`config.mk`:
```
export PLATFORM = sky130hd
export DESIGN_NAME = crg_ctr_engine
export DESIGN_NICKNAME = d
export VERILOG_FILES = /design/src/rtl/crg_ctr_engine.sv
export SDC_FILE = /design/constraint.sdc
export NUM_CORES = 1
export LEC_CHECK = 0
export BUFFER_PORTS_ARGS = -buffer_cell sky130_fd_sc_hd__buf_4
export CAP_MARGIN = 20
export CORE_AREA = 2 2 255 257
export DETAILED_ROUTE_END_ITERATION = 16
export DIE_AREA = 0 0 257 259
export PLACE_DENSITY = 0.5
export SYNTH_ARGS = -nofsm -noshare
export SYNTH_HDL_FRONTEND = slang
export SYNTH_SLANG_ARGS = --single-unit
```
`constraint.sdc`:
```
create_clock -name clk -period 16.4 [get_ports clk]
set_clock_uncertainty 0.15 [all_clocks]
set_input_delay 2.46 -clock clk [delete_from_list [all_inputs] [get_ports clk]]
set_output_delay 2.46 -clock clk [all_outputs]
set_load 0.02 [all_outputs]
```
`src/rtl/crg_ctr_engine.sv`:
```
`default_nettype none
// ============================================================================
//  Module      : crg_ctr_engine
//  Description : Correlated random generator, counter-mode engine.
//                Shares one external AES encryption core across N_CH
//                channels. Channel c encrypts plaintexts 0..N_BLK-1 under
//                key (seed + c) mod 2^LEN. Each ciphertext leaves on a
//                valid/ready stream tagged with its channel and block index.
//  Revision    : 1.0 - initial release
// ----------------------------------------------------------------------------
//  Parameters
//    N_CH   number of channels (1..16)
//    N_BLK  blocks per channel (1..16)
//    LEN    key / data width in bits
//  Ports
//    clk, rst            clock, asynchronous active-high reset
//    seed, seed_we       base key and its load strobe (honoured in IDLE only)
//    start               one-cycle run request (honoured in IDLE only)
//    busy, done          run in progress / one-cycle end-of-run pulse
//    aes_key, aes_krdy   key and key-load strobe to the AES core
//    aes_kvld            key expansion complete
//    aes_din, aes_drdy   plaintext and data strobe to the AES core
//    aes_dout, aes_dvld  ciphertext and its one-cycle valid
//    aes_bsy             AES core busy; no strobe is issued while high
//    out_data/ch/blk     result block and its tags
//    out_valid/ready     result stream handshake
//  Build option
//    CRG_XOR_SHARE_EN    when defined, channel N_CH-1 is not encrypted; its
//                        block b is the XOR of blocks b of all other
//                        channels, so the N_CH shares of each block XOR to 0.
// ============================================================================
module crg_ctr_engine #(
    parameter int N_CH  = 3,
    parameter int N_BLK = 2,
    parameter int LEN   = 128
) (
    input  logic           clk,
    input  logic           rst,
    input  logic [LEN-1:0] seed,
    input  logic           seed_we,
    input  logic           start,
    output logic           busy,
    output logic           done,
    output logic [LEN-1:0] aes_key,
    output logic           aes_krdy,
    input  logic           aes_kvld,
    output logic [LEN-1:0] aes_din,
    output logic           aes_drdy,
    input  logic           aes_dvld,
    input  logic [LEN-1:0] aes_dout,
    input  logic           aes_bsy,
    output logic [LEN-1:0] out_data,
    output logic [3:0]     out_ch,
    output logic [3:0]     out_blk,
    output logic           out_valid,
    input  logic           out_ready
);

    // ------------------------------------------------------------------
    // State encoding
    // ------------------------------------------------------------------
    localparam logic [2:0] C_ST_IDLE  = 3'd0;
    localparam logic [2:0] C_ST_KEY   = 3'd1;
    localparam logic [2:0] C_ST_KWAIT = 3'd2;
    localparam logic [2:0] C_ST_DATA  = 3'd3;
    localparam logic [2:0] C_ST_DWAIT = 3'd4;
    localparam logic [2:0] C_ST_OUT   = 3'd5;
    localparam logic [2:0] C_ST_FIN   = 3'd6;

    localparam logic [3:0] C_LAST_CH  = 4'(N_CH - 1);
    localparam logic [3:0] C_LAST_BLK = 4'(N_BLK - 1);

`ifdef CRG_XOR_SHARE_EN
    localparam bit C_XOR_EN = 1'b1;
`else
    localparam bit C_XOR_EN = 1'b0;
`endif

    // ------------------------------------------------------------------
    // Declarations
    // ------------------------------------------------------------------
    logic [2:0]     r_state;
    logic [2:0]     w_next_state;
    logic [LEN-1:0] r_seed;
    logic [3:0]     r_ch;
    logic [3:0]     r_blk;

    logic           w_last_blk;
    logic           w_last_ch;
    logic           w_in_share;       // current channel is the XOR share
    logic           w_next_is_share;  // channel after this one is the share
    logic           w_start_share;    // single-channel share run: no AES at all

    logic           w_start_acc;
    logic           w_key_fire;
    logic           w_data_fire;
    logic           w_capture;
    logic           w_hs;

    assign w_last_blk      = (r_blk == C_LAST_BLK);
    assign w_last_ch       = (r_ch == C_LAST_CH);
    assign w_in_share      = C_XOR_EN && w_last_ch;
    assign w_next_is_share = C_XOR_EN && ((r_ch + 4'd1) == C_LAST_CH);
    assign w_start_share   = C_XOR_EN && (N_CH == 1);

    // ------------------------------------------------------------------
    // FSM: state register
    // ------------------------------------------------------------------
    always_ff @(posedge clk or posedge rst) begin
        if (rst) begin
            r_state <= C_ST_IDLE;
        end else begin
            r_state <= w_next_state;
        end
    end

    // ------------------------------------------------------------------
    // FSM: next-state logic
    // ------------------------------------------------------------------
    always_comb begin
        w_next_state = r_state;
        unique case (r_state)
            C_ST_IDLE: begin
                if (start) begin
                    w_next_state = w_start_share ? C_ST_OUT : C_ST_KEY;
                end
            end
            C_ST_KEY: begin
                if (!aes_bsy) begin
                    w_next_state = C_ST_KWAIT;
                end
            end
            C_ST_KWAIT: begin
                if (aes_kvld) begin
                    w_next_state = C_ST_DATA;
                end
            end
            C_ST_DATA: begin
                if (!aes_bsy) begin
                    w_next_state = C_ST_DWAIT;
                end
            end
            C_ST_DWAIT: begin
                if (aes_dvld) begin
                    w_next_state = C_ST_OUT;
                end
            end
            C_ST_OUT: begin
                if (w_hs) begin
                    if (!w_last_blk) begin
                        // Share blocks come straight from the accumulator.
                        w_next_state = w_in_share ? C_ST_OUT : C_ST_DATA;
                    end else if (!w_last_ch) begin
                        w_next_state = w_next_is_share ? C_ST_OUT : C_ST_KEY;
                    end else begin
                        w_next_state = C_ST_FIN;
                    end
                end
            end
            C_ST_FIN: begin
                w_next_state = C_ST_IDLE;
            end
            default: begin
                w_next_state = C_ST_IDLE;
            end
        endcase
    end

    // ------------------------------------------------------------------
    // FSM: output / event decode
    // ------------------------------------------------------------------
    always_comb begin
        busy        = 1'b0;
        done        = 1'b0;
        w_start_acc = 1'b0;
        w_key_fire  = 1'b0;
        w_data_fire = 1'b0;
        w_capture   = 1'b0;
        w_hs        = 1'b0;
        unique case (r_state)
            C_ST_IDLE: begin
                w_start_acc = start;
            end
            C_ST_KEY: begin
                busy       = 1'b1;
                w_key_fire = !aes_bsy;
            end
            C_ST_KWAIT: begin
                busy = 1'b1;
            end
            C_ST_DATA: begin
                busy        = 1'b1;
                w_data_fire = !aes_bsy;
            end
            C_ST_DWAIT: begin
                busy      = 1'b1;
                w_capture = aes_dvld;
            end
            C_ST_OUT: begin
                busy = 1'b1;
                w_hs = out_valid && out_ready;
            end
            C_ST_FIN: begin
                done = 1'b1;
            end
            default: begin
                busy = 1'b0;
            end
        endcase
    end

    // ------------------------------------------------------------------
    // XOR share accumulator: one LEN-bit entry per block index
    // ------------------------------------------------------------------
`ifdef CRG_XOR_SHARE_EN
    logic [LEN-1:0] r_acc [N_BLK];
    logic [LEN-1:0] w_share_data;
    logic [3:0]     w_share_blk;

    // Block index of the share that is presented next: the following block
    // while already inside the share channel, otherwise block 0.
    assign w_share_blk = w_in_share ? (r_blk + 4'd1) : 4'd0;

    always_comb begin
        w_share_data = '0;
        for (int b = 0; b < N_BLK; b++) begin
            if (w_share_blk == 4'(b)) begin
                w_share_data = r_acc[b];
            end
        end
    end

    always_ff @(posedge clk or posedge rst) begin
        if (rst) begin
            for (int b = 0; b < N_BLK; b++) begin
                r_acc[b] <= '0;
            end
        end else if (w_start_acc) begin
            for (int b = 0; b < N_BLK; b++) begin
                r_acc[b] <= '0;
            end
        end else if (w_capture) begin
            for (int b = 0; b < N_BLK; b++) begin
                if (r_blk == 4'(b)) begin
                    r_acc[b] <= r_acc[b] ^ aes_dout;
                end
            end
        end
    end
`endif

    // ------------------------------------------------------------------
    // Datapath: seed, counters, AES strobes and output register
    // ------------------------------------------------------------------
    always_ff @(posedge clk or posedge rst) begin
        if (rst) begin
            r_seed    <= '0;
            r_ch      <= '0;
            r_blk     <= '0;
            aes_key   <= '0;
            aes_krdy  <= 1'b0;
            aes_din   <= '0;
            aes_drdy  <= 1'b0;
            out_data  <= '0;
            out_ch    <= '0;
            out_blk   <= '0;
            out_valid <= 1'b0;
        end else begin
            // Strobes are single-cycle unless re-fired below.
            aes_krdy <= 1'b0;
            aes_drdy <= 1'b0;
            unique case (r_state)
                C_ST_IDLE: begin
                    if (seed_we) begin
                        r_seed <= seed;
                    end
                    if (start) begin
                        r_ch  <= '0;
                        r_blk <= '0;
`ifdef CRG_XOR_SHARE_EN
                        // Lone share channel: every block is all-zero.
                        if (w_start_share) begin
                            out_data  <= '0;
                            out_ch    <= '0;
                            out_blk   <= '0;
                            out_valid <= 1'b1;
                        end
`endif
                    end
                end
                C_ST_KEY: begin
                    if (w_key_fire) begin
                        // Wraps modulo 2^LEN; the carry is discarded.
                        aes_key  <= r_seed + {{(LEN-4){1'b0}}, r_ch};
                        aes_krdy <= 1'b1;
                    end
                end
                C_ST_DATA: begin
                    if (w_data_fire) begin
                        aes_din  <= {{(LEN-4){1'b0}}, r_blk};
                        aes_drdy <= 1'b1;
                    end
                end
                C_ST_DWAIT: begin
                    if (w_capture) begin
                        out_data  <= aes_dout;
                        out_ch    <= r_ch;
                        out_blk   <= r_blk;
                        out_valid <= 1'b1;
                    end
                end
                C_ST_OUT: begin
                    if (w_hs) begin
                        out_valid <= 1'b0;
                        if (!w_last_blk) begin
                            r_blk <= r_blk + 4'd1;
`ifdef CRG_XOR_SHARE_EN
                            if (w_in_share) begin
                                out_data  <= w_share_data;
                                out_blk   <= r_blk + 4'd1;
                                out_valid <= 1'b1;
                            end
`endif
                        end else if (!w_last_ch) begin
                            r_ch  <= r_ch + 4'd1;
                            r_blk <= '0;
`ifdef CRG_XOR_SHARE_EN
                            if (w_next_is_share) begin
                                out_data  <= w_share_data;
                                out_ch    <= r_ch + 4'd1;
                                out_blk   <= '0;
                                out_valid <= 1'b1;
                            end
`endif
                        end
                    end
                end
                default: begin
                    // KWAIT and FIN only advance the state register.
                end
            endcase
        end
    end

endmodule
`default_nettype wire

```
# Word-level counts from Yosys, hierarchy flattened
# Cells that the tools add are included.
# op_classes
add_sub_neg	3
eq_ne	18
mux	31
n_reduce_logical	14
# op_table
operator	n
adder 128 x 4 -> 128 bit	1
two-way mux 4 bit	7
two-way mux 3 bit	8
inequality test 2 bit, second input constant	9
one-hot mux 3 bit (6 select lines)	1
one-hot mux 4 bit (2 select lines)	2
two-way mux 1 bit	12
equality test 3 bit, second input constant	3
adder 4 x 1 -> 4 bit, second input constant	2
AND reduction 2 bit	4
equality test 3 x 2 -> 1 bit, second input constant	2
AND reduction 6 bit	1
AND reduction 5 bit	1
OR reduction 5 bit	1
equality test 4 x 1 -> 1 bit, second input constant	1
equality test 4 x 2 -> 1 bit, second input constant	1
AND reduction 4 bit	1
nonzero test 2 bit	2
equality test 3 x 1 -> 1 bit, second input constant	1
zero test 3 bit	1
inequality test 3 bit, second input constant	1
AND reduction 3 bit	1
one-hot mux 1 bit (2 select lines)	1
logical AND 1 bit	1
zero test 1 bit	1
# word_totals
ff_bits	410
input_bits	264
out_inout_bits	397
elab_cells	78

# Logic depth before layout (Yosys ltp)
# Gate-level depths: netlist (run 1).
# depth
ltp_word	5
mapped_depth	10
ltp_nobuf	9

# Worst setup path after synthesis (run 1)
# No wires, ideal clock.
# synth_timing
path_type	input to register
startpoint	input port aes_bsy
endpoint	register aes_key[4]
setup_time_ns	0.095
arrival_ns	3.898
t_required_ns	16.155
path_slack_ns	12.256
cell_stages	8
n_path_buf	4
path_cell_list	nand2b_1 or3_1 clkbuf_1 clkbuf_1 clkbuf_1 clkbuf_1 nand2_1 o31ai_1
# synth_via
elab_chain_len	3
# synth_lines
element	line	source
from (decl)	51	input logic aes_bsy,
zero test 1 bit	186	w_key_fire = !aes_bsy;
two-way mux 1 bit	180	unique case (r_state)
AND reduction 2 bit (no line)	--	
to (signal assigned)	294	aes_key <= r_seed + {{(LEN-4){1'b0}}, r_ch};
to (decl)	44	output logic [LEN-1:0] aes_key,
# No other way between the ends.
# A chain may end at the register's enable or synchronous reset.

# Final worst setup path (run 1)
# layout_timing
startpoint	input port aes_dvld
endpoint	register out_data[30]
# layout_via
elab_chain_len	2
# layout_lines
element	line	source
from (decl)	49	input logic aes_dvld,
two-way mux 1 bit	180	
AND reduction 2 bit (no line)	--	
to (signal assigned)	306	out_data <= aes_dout;
to (decl)	52	output logic [LEN-1:0] out_data,
# No other way between the ends.

==> out/metrics.cfg, run 1 <==
[run_status]
outcome = complete, no violations

[clock_network]
cts_buffers = 50
h-tree-depth = 2
postCtsSetupRepairBufs = 0
cts_sinks = 410
cts_buffer_depth = 3
clk_latency_ns = 0.60
hold_buffers = 0
cts_tree = built
clk_pin_slew_ns = 0.06
cts-resized-gates = 0
root_buffer = clkbuf_16

[detailed_routing]
drtIter0Drc = 995
dr.max_layer_used = met5
routed_wl_um = 64300
wl_met3_um = 4040
vias_per_cell = 4.62
drc_errors = 0
ant_nets = 0
via_count = 14417
met2RoutedLength_um = 31400
wl_met1_um = 27200
first_pass_iters = 5
wl_per_cell_um = 20.6

[setup_path]
critPathLaunch = aes_dvld
critPathArrivalTime_ns = 5.13
r2r_cells = 9
r2r-start = r_ch[0]
crit_type = input port to register
required_ns = 16.73
crit_path_max_fanout = 78
r2r_end = aes_key[114]
r2r_setup_slack_ns = 12.22
endpoint_kind = register
startpoint_type = input port
worstSetupEndpoint = out_data[30]

[floorplanning]
rows = 93
core-area_um2 = 63900
fp.dieW_um = 257
io_pins = 661
fp.dieH_um = 259
start_util_pct = 30.1
die-area_um2 = 66600

[hold_path]
hp-class = register to register

[run]
drv_cap = 0

[yosys]
synth_mux_area_share_pct = 15.6
ys_seq_elements = 410
yosysWarnings = 0
synth_area_um2 = 19200
yosys.area_share.simple_pct = 13.8
syn_area_per_cell_um2 = 11.4
synth_edf_count = 0
ys_types = 49
synth_top_family_by_area = multiplexers
synth_xor_area_share_pct = 5.73
ys.flop_type = dfrtp_1
syn_inst = 1690
synth_fa_ha_area_share_pct = 0.624
ys_seq_area_share_pct = 53.3
ys_async_sr_fraction_pct = 100
synth_compound_gate_area_share_pct = 4.34

[timing]
grt_setup_unrepaired = false
slew_headroom_pct = 29.6
hold_viol_final = 0
finalSetupViolations = 0
period_share_pct = 29.3
fin_crit_ns = 4.80
tightestPinTransition_ns = 1.05
setup_tns_ns = 0
slew_violations = 0
fmax_mhz = 208

[pwr]
ir_drop_v = 0.0000709
leakage_uw = 0.0116
cellPowerDensity_nw_per_um2 = 195
power_uw = 4950

[placed_design]
port_buffers = 536
dp.cells = 3028
dp_hpwl_um = 49400
place_congestion = 0.814

[cells_and_area]
drive_gt1_share_pct = 40.8
syn_to_final_growth_pct = 31.9
final_cells = 3120
final_cell_mix = buf_4, dfrtp_1, mux2_2
mostFrequentLayoutCell = buf_4
final_nets = 2499

[global_route]
grt_first_pass_wirelength_um = 94700
grt_overflow_total = 0
grt_pass1_vias = 14618
grt_start_max_net_pins = 105
grt_antenna_before_repair = 5
grt_util_all_layers_pct = 18.7

[flip-flops by register name, summed over array words and instances, names as in the netlist]
| name | count |
|---|---|
| aes_din | 4 |
| aes_krdy | 1 |
| out_data | 128 |
| r_blk | 4 |
| r_seed | 128 |
| aes_drdy | 1 |
| r_state | 3 |
| out_valid | 1 |
| r_ch | 4 |
| aes_key | 128 |
| out_ch | 4 |
| out_blk | 4 |
[layout make-up]
type	instances	area, um^2
Fill cell	6307	38500
Sequential cell	410	10300
Multi-Input combinational cell	1197	8190
Timing Repair Buffer	553	4170
Clock buffer	72	1460
Tap cell	855	1070
Clock inverter	18	165
Inverter	14	60.1
Antenna cell	1	2.50
[report_power, final]
group | total, uW | switching (uW) | leakage [uW] | internal (uW)
clock | 1090 | 447 | 0.000807 | 647
combinational | 1940 | 1040 | 0.00575 | 902
sequential | 1910 | 427 | 0.00506 | 1480
[worst min-delay path by stage]
| stage | start | to | slack (ns) | depth (start not counted) |
|---|---|---|---|---|
| 2_1_floorplan | r_seed[0] | r_seed[0] | 0.34 | 1 |
| 3_3_place_gp | aes_key[17] | aes_key[17] | 0.31 | 2 |
| 3_5_place_dp | aes_key[57] | aes_key[57] | 0.32 | 2 |
| 4_1_cts | aes_key[57] | aes_key[57] | 0.33 | 2 |
| 5_1_grt | aes_key[9] | aes_key[9] | 0.36 | 2 |
| 6_report | aes_key[56] | aes_key[56] | 0.33 | 2 |
[cell families after synthesis]
logic type,after synthesis
AOI/OAI and AO/OA,158
xor gates and xnor gates,126
adders and majority gates,9
buffers and inverters,206
DFF,410
muxes,266
other,1
and+or+nand+nor,514
[worst max-delay path: stages]
cell	delay [ns]
buf_4	0.09
nand2_1	0.07
nor2_4	0.65
buf_4	0.52
buf_4	0.83
mux2_2	0.43
[synthesized netlist by cell type (9+ instances only)]
library cell	instances	share of area [%]
dfrtp_1	410	53
nor4_1	11	0.36
nor2_1	49	0.96
nand4_1	44	1.4
xor2_1	63	2.9
buf_2	19	0.49
inv_1	14	0.27
clkbuf_1	47	0.92
o21ai_0	128	3.3
and3_1	31	1.0
buf_4	125	4.9
nor3_1	37	0.96
nand2_1	213	4.2
xnor2_1	63	2.9
mux2_2	265	16
or3_1	9	0.29
nand3_1	56	1.5
and4_1	23	1.0
[layer usage]
metal | GRT usage, % | vias to the layer above
met3 | 4.88 | 96
li1 | - | 6731
met1 | 24.4 | 7160
met2 | 30.7 | 424
met4 | 5.51 | 6
met5 | 0 | -
[metrics by stage]
step	utilization (%)	hold slack (ns)	cell area (um^2)	setup WS [ns]
2_1_floorplan	-	0.337	19700	2.38
5_1_grt	39.7	0.362	25400	11.44
4_1_cts	39.7	0.334	25300	11.62
3_5_place_dp	37.1	0.321	23700	10.98
6_report	39.7	0.325	25400	11.60
3_3_place_gp	37.1	0.314	23700	11.05
(Power assumes the default switching activity.)
==> run 2, diff against run 1 <==
Settings changed: ABC_AREA set to 1, CORE_AREA 2 2 255 257 to 2 2 258 260, DIE_AREA 0 0 257 259 to 0 0 260 262, PLACE_DENSITY 0.5 to 0.52.
Clock period 16.4 ns to 5 ns, I/O delays scaled along.
==> out/metrics.cfg, run 2 <==
[detailed_routing]
drc_errors = 0
ant_nets = 0
wl_per_cell_um = 19.9
drtIter0Drc = 1331
vias_per_cell = 4.56
first_pass_iters = 5
via_count = 19232
routed_wl_um = 83800

[yosys]
syn_inst = 2798
yosysTopAreaCellShare_pct = 48.8
synth_area_um2 = 21000
ys_seq_area_share_pct = 48.8
synth_mux_area_share_pct = 1.34
synth_edf_count = 0
ys_top_cells_by_count = nand2_1, dfrtp_1, nor2_1
synth_compound_gate_area_share_pct = 5.05
yosys.area_share.simple_pct = 32.6
synth_fa_ha_area_share_pct = 0.572
synth_xor_area_share_pct = 1.88
ys_seq_elements = 410
syn_area_per_cell_um2 = 7.51
ys_async_sr_fraction_pct = 100
synth_top_cell_by_area = dfrtp_1
ys.flop_type = dfrtp_1
synth_top_family_by_area = simple AND/OR/NAND/NOR gates
ys_types = 36
synthTopCellsByArea = dfrtp_1, nand2_1, nor2_1
yosysWarnings = 0
synth_most_common_cell = nand2_1

[hold_path]
hp-class = input port to async pin

[cells_and_area]
final_nets = 3592
final_cell_area_um2 = 27200
diodes = 0
drive_gt1_share_pct = 21.0
top_regs = aes_key x128, out_data x128, r_seed x128
final_cells = 4220
mostFrequentLayoutCell = nand2_1
final_cell_mix = nand2_1, buf_4, dfrtp_1
syn_to_final_growth_pct = 29.4

[global_route]
grt_start_max_net_pins = 133
grt_overflow_total = 0
grt_util_all_layers_pct = 24.0
grt_first_pass_wirelength_um = 121000
grt_antenna_before_repair = 1
grt_pass1_vias = 18791

[floorplanning]
fp.dieW_um = 260
die-area_um2 = 68100
start_util_pct = 32.2
fp.dieH_um = 262
rows = 94
core-area_um2 = 65300
io_pins = 661

[setup_path]
critPathArrivalTime_ns = 3.54
crit_path_max_fanout = 67
crit_type = register to register
path_cells = inv_1 -> nor2_1 -> inv_1 -> nor2_1 -> nand2_4 -> clkinv_2 -> buf_4 -> nand2_1 -> nand2_1
r2r_cells = 9
endpoint_kind = register
crit_slowest_cell = clkinv_2
worst_path_largest_cell_delay_ns = 0.88
startpoint_type = register
required_ns = 5.34

[run]
drv_cap = 0

[placed_design]
place_congestion = 0.987
place_ws_ns = 1.71
dp_hpwl_um = 66000
place_area_um2 = 25500
port_buffers = 536
dp.cells = 4132

[timing]
finalSetupViolations = 0
whs_ns = 0.0583
period_share_pct = 64.1
slew_violations = 0
grt_setup_unrepaired = false
slew_headroom_pct = 32.6
setup_tns_ns = 0
hold_viol_final = 0
fmax_mhz = 312
tightestPinTransition_ns = 1.01
fin_crit_ns = 3.21
fin_ws_ns = 1.79

[clock_network]
cts_tree = built
h-tree-depth = 2
postCtsSetupRepairBufs = 0
cts_buffers = 49
root_buffer = clkbuf_16
cts-resized-gates = 0
clk_pin_slew_ns = 0.06
hold_buffers = 0
clk_latency_ns = 0.61
cts_buffer_depth = 3
cts_sinks = 410

[pwr]
cellPowerDensity_nw_per_um2 = 611
leakage_uw = 0.0135
ir_drop_v = 0.000337

[run_status]
outcome = complete, no violations

run 2: cell types whose count changed after synthesis, moves of 62 or more:
cell / delta
nor2_1: +243
xnor2_1: -62
nand3_1: +88
mux2_2: -240
inv_1: +162
nand2_1: +992
run 2: critical path, delay by kind of cell (launching register included):
family | cells | cell delay, ns
buffers and inverters | 4 | 1.72
AND/OR/NAND/NOR | 5 | 0.75
flip-flops | 1 | 0.41
run 2: worst paths after layout:
path	slack, ns	endpoint	startpoint
worst max-delay path	1.79	out_data[4]	r_state[2]
worst min-delay path	0.06	r_seed[117]	rst
worst max register to register	1.79	out_data[4]	r_state[2]
worst min register to register	0.33	out_data[86]	out_data[86]
max in group asynchronous	3.48	aes_key[33]	rst
min in group clk	0.19	out_data[37]	aes_dout[37]
run 2: cell type report:
class | count | area [um^2]
clock inverters | 25 | 373
fillers | 6917 | 38100
well taps | 864 | 1080
inverters | 180 | 683
multi-input cells | 2123 | 9200
flip-flops and latches | 410 | 10300
repair buffers | 555 | 4270
clock buffers | 63 | 1330
run 2: logic make-up (layout without fill, tap and decap cells):
logic type | count (synthesis) | count (layout)
AOI/OAI and AO/OA | 207 | 207
xor gates and xnor gates | 45 | 45
adders and majority gates | 9 | 9
buffers and inverters | 388 | 823
DFF | 410 | 410
muxes | 25 | 25
other | 1 | 124
and+or+nand+nor | 1713 | 1713
run 2: layer usage:
metal | vias to the layer above | track usage, % | part of all wire (%)
li1 | 9494 | - | -
met1 | 8994 | 31.3 | 42
met2 | 633 | 39.4 | 47
met3 | 109 | 6.28 | 7.6
met4 | 2 | 6.78 | 2.8
met5 | - | 0 | 0.016
run 2: stage by stage:
step                power, uW  util (%)
floorplan                9850         -
global placement        12800      39.1
detailed placement      12800      39.1
CTS                     16800      41.7
global route            17700      41.7
finish                  16600      41.7
run 2: where the power goes:
group	switching, uW	total, uW	internal (uW)
clock network	1540	3840	2300
logic	4110	6630	2520
registers	1300	6130	4830
total	6950	16600	9660
